## src/rtl/ex_cnt.sv

```systemverilog
// ex_cnt: free-running modulo-(MAX_VAL+1) up-counter with terminal-count strobe,
// half-period flag and a saturating count of completed wraps.
`default_nettype none

module ex_cnt #(
  parameter int          WIDTH   = 10,
  parameter int unsigned MAX_VAL = 1023,
  parameter int          WRAP_W  = 8
) (
  input  logic              sclk,
  input  logic              rst,
  output logic [WIDTH-1:0]  cnt,
  output logic              cnt_tc,
  output logic              cnt_half,
  output logic [WRAP_W-1:0] wrap_cnt
);

  localparam logic [WIDTH-1:0]  c_MAX      = WIDTH'(MAX_VAL);
  localparam logic [WIDTH-1:0]  c_HALF     = WIDTH'(MAX_VAL / 2);
  localparam logic [WRAP_W-1:0] c_WRAP_SAT = '1;

  logic [WIDTH-1:0]  r_cnt;
  logic              r_tc;
  logic              r_half;
  logic [WRAP_W-1:0] r_wrap;

  logic              w_at_max;
  logic [WIDTH-1:0]  w_cnt_nxt;

  always_comb begin
    w_at_max  = (r_cnt == c_MAX);
    w_cnt_nxt = w_at_max ? '0 : r_cnt + WIDTH'(1);
  end

  // Flags are derived from the next count so they line up with cnt, not lag it.
  always_ff @(posedge sclk) begin
    if (rst) begin
      r_cnt  <= '0;
      r_tc   <= 1'b0;
      r_half <= 1'b0;
      r_wrap <= '0;
    end else begin
      r_cnt  <= w_cnt_nxt;
      r_tc   <= (w_cnt_nxt == c_MAX);
      r_half <= (w_cnt_nxt > c_HALF);
      if (w_at_max && (r_wrap != c_WRAP_SAT)) begin
        r_wrap <= r_wrap + WRAP_W'(1);
      end
    end
  end

  assign cnt      = r_cnt;
  assign cnt_tc   = r_tc;
  assign cnt_half = r_half;
  assign wrap_cnt = r_wrap;

endmodule

`default_nettype wire

```

## config.mk

```make
export PLATFORM = sky130hd
export DESIGN_NAME = ex_cnt
export DESIGN_NICKNAME = d
export VERILOG_FILES = /design/src/rtl/ex_cnt.sv
export SDC_FILE = /design/constraint.sdc
export NUM_CORES = 1
export LEC_CHECK = 0
export BUFFER_PORTS_ARGS = -buffer_cell sky130_fd_sc_hd__buf_2
export CAP_MARGIN = 15
export CORE_MARGIN = 2
export CORE_UTILIZATION = 50
export CTS_BUF_LIST = sky130_fd_sc_hd__clkbuf_2 sky130_fd_sc_hd__clkbuf_4 sky130_fd_sc_hd__clkbuf_8
export DETAILED_ROUTE_END_ITERATION = 10
export PLACE_DENSITY = 0.74
export SYNTH_ARGS = -nofsm -noshare
export SYNTH_HDL_FRONTEND = slang
export SYNTH_SLANG_ARGS = --single-unit
```

## constraint.sdc

```tcl
create_clock -name sclk -period 2.2 [get_ports sclk]
set_input_delay 0.55 -clock sclk [delete_from_list [all_inputs] [get_ports sclk]]
set_output_delay 0.55 -clock sclk [all_outputs]
set_load 0.05 [all_outputs]
```

; ---- After elaboration in Yosys (flattened, before gate mapping)
; Cells that the tools add are included.
; W data, S select, Z words.
[word_totals]
regBits = 20
in_bits = 2
word_cells = 12
output_inout_bits = 20
[op_classes]
magnitude_cmp = 1
addsub = 2
eq_ne = 3
reduce_logical = 1
muxes = 1
[ops]
columns = cell, count
row1 = $eq A10 B10 Y1 const B, 2
row2 = $add A10 B1 Y10 const B, 1
row3 = $gt A10 B9 Y1 const B, 1
row4 = $mux W10, 1
row5 = $add A8 B1 Y8 const B, 1
row6 = $ne A8 B8 Y1 const B, 1
row7 = $logic_and A1 B1 Y1, 1

; ---- Depth between registers and ports, before layout
[logic_depth]
ltp_word = 3
depth_mapped = 7
ltp_nobuf = 5

; ---- Least setup slack after synthesis
; Ideal clock, no wire load.
[synth_timing]
kind = reg2reg
startpoint = reg r_cnt[0], in the netlist cnt[0]
endpoint = reg r_wrap[7], in the netlist wrap_cnt[7]
t_arrival_ns = 2.083
stages_incl_launch_ff = 8
period_less_slack_ns = 2.174
setup_ns = 0.091
n_path_buf = 2
required_time_ns = 2.109
path_slack_ns = 0.026
cell_sequence = dfxtp_1 > ha_1 > and3_1 > buf_6 > nand4_4 > buf_6 > o31a_1 > a311oi_1
[synth_between]
elab_chain_len = 2
[synth_lines]
columns = element, line_no
row1 = "start, declared", 22  ; logic [WIDTH-1:0] r_cnt;
row2 = "start signal, assigned", 43  ; r_cnt <= w_cnt_nxt;
row3 = $eq A10 B10 Y1, 31  ; w_at_max = (r_cnt == c_MAX);
row4 = $logic_and A1 B1 Y1, 46  ; if (w_at_max && (r_wrap != c_WRAP_SAT)) begin
row5 = "end signal, assigned", 47  ; r_wrap <= r_wrap + WRAP_W'(1);
row6 = "end, declared", 25  ; logic [WRAP_W-1:0] r_wrap;
; No other way between the ends.
; A chain may end at the register's enable or synchronous reset.

; ---- Final worst setup path
[layout_timing]
startpoint = reg r_cnt[0], in the netlist cnt[0]
endpoint = reg r_wrap[5], in the netlist wrap_cnt[5]
; Same word-level chain as after synthesis.

==> results.toml <==
[global_routing]
grt_pass1_vias = 828
grt_max_degree = 22
gr-total-overflow = 0
grt_pass1_wl_mm = 3.48
grt.total_usage_pct = 18.7
antenna_found_initial = 0

[routing]
drtIter0Drc = 14
drc = 0
first_pass_iters = 4
routed_wl_mm = 2.04
postRouteAntennaNets = 0
vias_per_cell = 5.77
via_count = 917
drt-wirelength-per-cell_um = 12.8

[critical_path]
cp-start-kind = "register"
critPathArrivalTime_ps = 2210
path_class = "reg -> reg"
r2r_cells = 5
worstSetupEndpointType = "register"
crit_required_ps = 2420
crit_fanout = 14

[synth]
synth_flop_cell = "dfxtp_1"
yosysUniqueCellTypes = 37
synthArstFlopShare_pct = 0
avgSynthCellArea_um2 = 8.88
synth_edf_count = 0
ys_ff_latch = 20
synth_warnings = 0
postSynthCellCount = 115
syn-num-nets = 120
ys_seq_area_share_pct = 39.2
synth_area_um2 = 1020

[final_layout]
syn_to_final_growth_pct = 12.1
nets = 139
drive_above_1_share_pct = 23.5
antenna_cells = 0
utilization_pct = 59.0

[cts]
cts_setup_buffers = 0
htreeDepth = 1
insertion_delay_ps = 280
cts_buffers = 3
cts.path.max_buffers = 2
cts.reportedPaths.clkPinSlew_ps = 100
cts_sinks = 20
cts_root_buf = "clkbuf_4"
cts_tree = "built"
hold_buffers = 0

[die]
die_w_um = 49.2
design.core.area_um2 = 1940
initial_core_util_pct = 52.6
io_pins = 22
die_h_um = 49.2
rows = 16
die_area_um2 = 2420

[sta]
final.setup_skew_ps = 4.36
finalSetupViolCount = 0
rsz0062_at_grt = "false"
finalSetupTns_ps = 0
timing_hold_violations_final = 0
min_period_ps = 1980
worstMarginPinSlew_ps = 380
max_clock_freq_mhz = 504
finalMaxSlewViolations = 0
slew-limit-headroom_pct = 74.6
fin_crit_sh_pct = 90.2

[run_status]
status = "completed"

[power_and_ir_drop]
p_leak_nw = 0.459
powerDensity_nw_per_um2 = 545
ir_drop_mv = 0.384

[place]
place_congestion = 0.798
io_buffers = 21
dp_hpwl_mm = 1.46

[flow_run]
maxCapViolCount = 0

[min_path]
hp-class = "reg -> reg"
min_path_cells = 1
[worst max-delay path, cell delays in order, from the launching register on]
cell and delay [ps]:
dfxtp_1 450, ha_1 260, and3_2 310, nand4_4 210, or4_1 550, a21oi_1 140
[worst paths after layout]
| check | startpoint | endpoint | slack, ps |
|---|---|---|---|
| max reg2reg | cnt[0]$_SDFF_PP0_ | wrap_cnt[5]$_SDFFE_PP0P_ | 220 |
| min | wrap_cnt[7]$_SDFFE_PP0P_ | wrap_cnt[7]$_SDFFE_PP0P_ | 500 |
| min reg2reg | wrap_cnt[7]$_SDFFE_PP0P_ | wrap_cnt[7]$_SDFFE_PP0P_ | 500 |
| max | cnt[0]$_SDFF_PP0_ | wrap_cnt[5]$_SDFFE_PP0P_ | 220 |
[state kept, by name, summed over array words and instances, names as in the netlist]
name,cells
cnt,10
wrap_cnt,8
cnt_half,1
cnt_tc,1
[what timing repair did]
item                                    4_1_cts  5_1_grt
endpoints found under the setup margin        0        3
hold endpoints to repair                      0        0
resized for setup                             0        1
[Yosys cell counts, types with 4 or more instances]
master    number  area (µm²)
dfxtp_1       20         400
a21oi_1        9        45.0
inv_1          6        22.5
nand2_1        6        22.5
nand3_1        6        30.0
nor2_1         6        22.5
clkbuf_1       5        18.8
nor3_1         5        25.0
o31ai_1        4        30.0
or4_1          4        30.0
xnor2_1        4        35.0
[cells by family (layout without fill, tap and decap cells)]
kind of cell,after synthesis,count (layout),synth area share (%)
adders and majority gates,3,3,3.68
DFF,20,20,39.2
buffers and inverters,14,31,6.74
AOI/OAI and AO/OA,26,26,16.7
xor gates and xnor gates,7,7,6.01
and+or+nand+nor,45,45,27.7
[stage by stage]
| step | area [µm²] | total power, W | hold slack, ps | std cells | worst slack (ps) |
|---|---|---|---|---|---|
| floorplan | 1020 | 0.000452 | 703 | 115 | 26.2 |
| global placement | 1120 | 0.000467 | 472 | 156 | 242 |
| detailed placement | 1120 | 0.000471 | 477 | 156 | 148 |
| CTS | 1140 | 0.000634 | 498 | 159 | 125 |
| global route | 1140 | 0.000659 | 532 | 159 | 91.3 |
| finish | 1140 | 0.000624 | 495 | 159 | 216 |
[where the power goes]
part           leakage [nW]  switching [W]  internal, W  total (W)
combinational         0.283      0.0000571    0.0000189  0.0000760
sequential            0.162      0.0000137     0.000373   0.000386
clock                0.0138      0.0000984    0.0000635   0.000162
total                 0.459       0.000169     0.000455   0.000624
[placed cells by master, fill, tap and decap left out, drive strengths merged, types with 4 or more instances in the layout]
cell type / synthesis / routed
a21oi: 9 / 9
and4: 4 / 4
buf: 3 / 22
dfxtp: 20 / 20
inv: 6 / 6
nand2: 6 / 6
nand3: 6 / 6
nor2: 6 / 6
nor3: 5 / 5
o31ai: 4 / 4
or4: 4 / 4
xnor2: 4 / 4
[metal layers]
layer / share of wire [%] / GRT usage, % / up-vias / wire length [µm]
li1: - / - / 461 / -
met3: 4.1 / 4.29 / 4 / 83
met5: 0 / 0 / - / 0
met2: 49 / 30.6 / 19 / 991
met1: 46 / 22.3 / 433 / 939
met4: 1.2 / 10.5 / 0 / 25
[area by class of cell]
class | count | area [µm²]
inverter | 6 | 22.5
multi-input combinational | 81 | 553
tap | 27 | 33.8
timing repair buffer | 22 | 113
fill | 184 | 797
clock buffer | 3 | 22.5
sequential | 20 | 400
(Power assumes the default switching activity.)
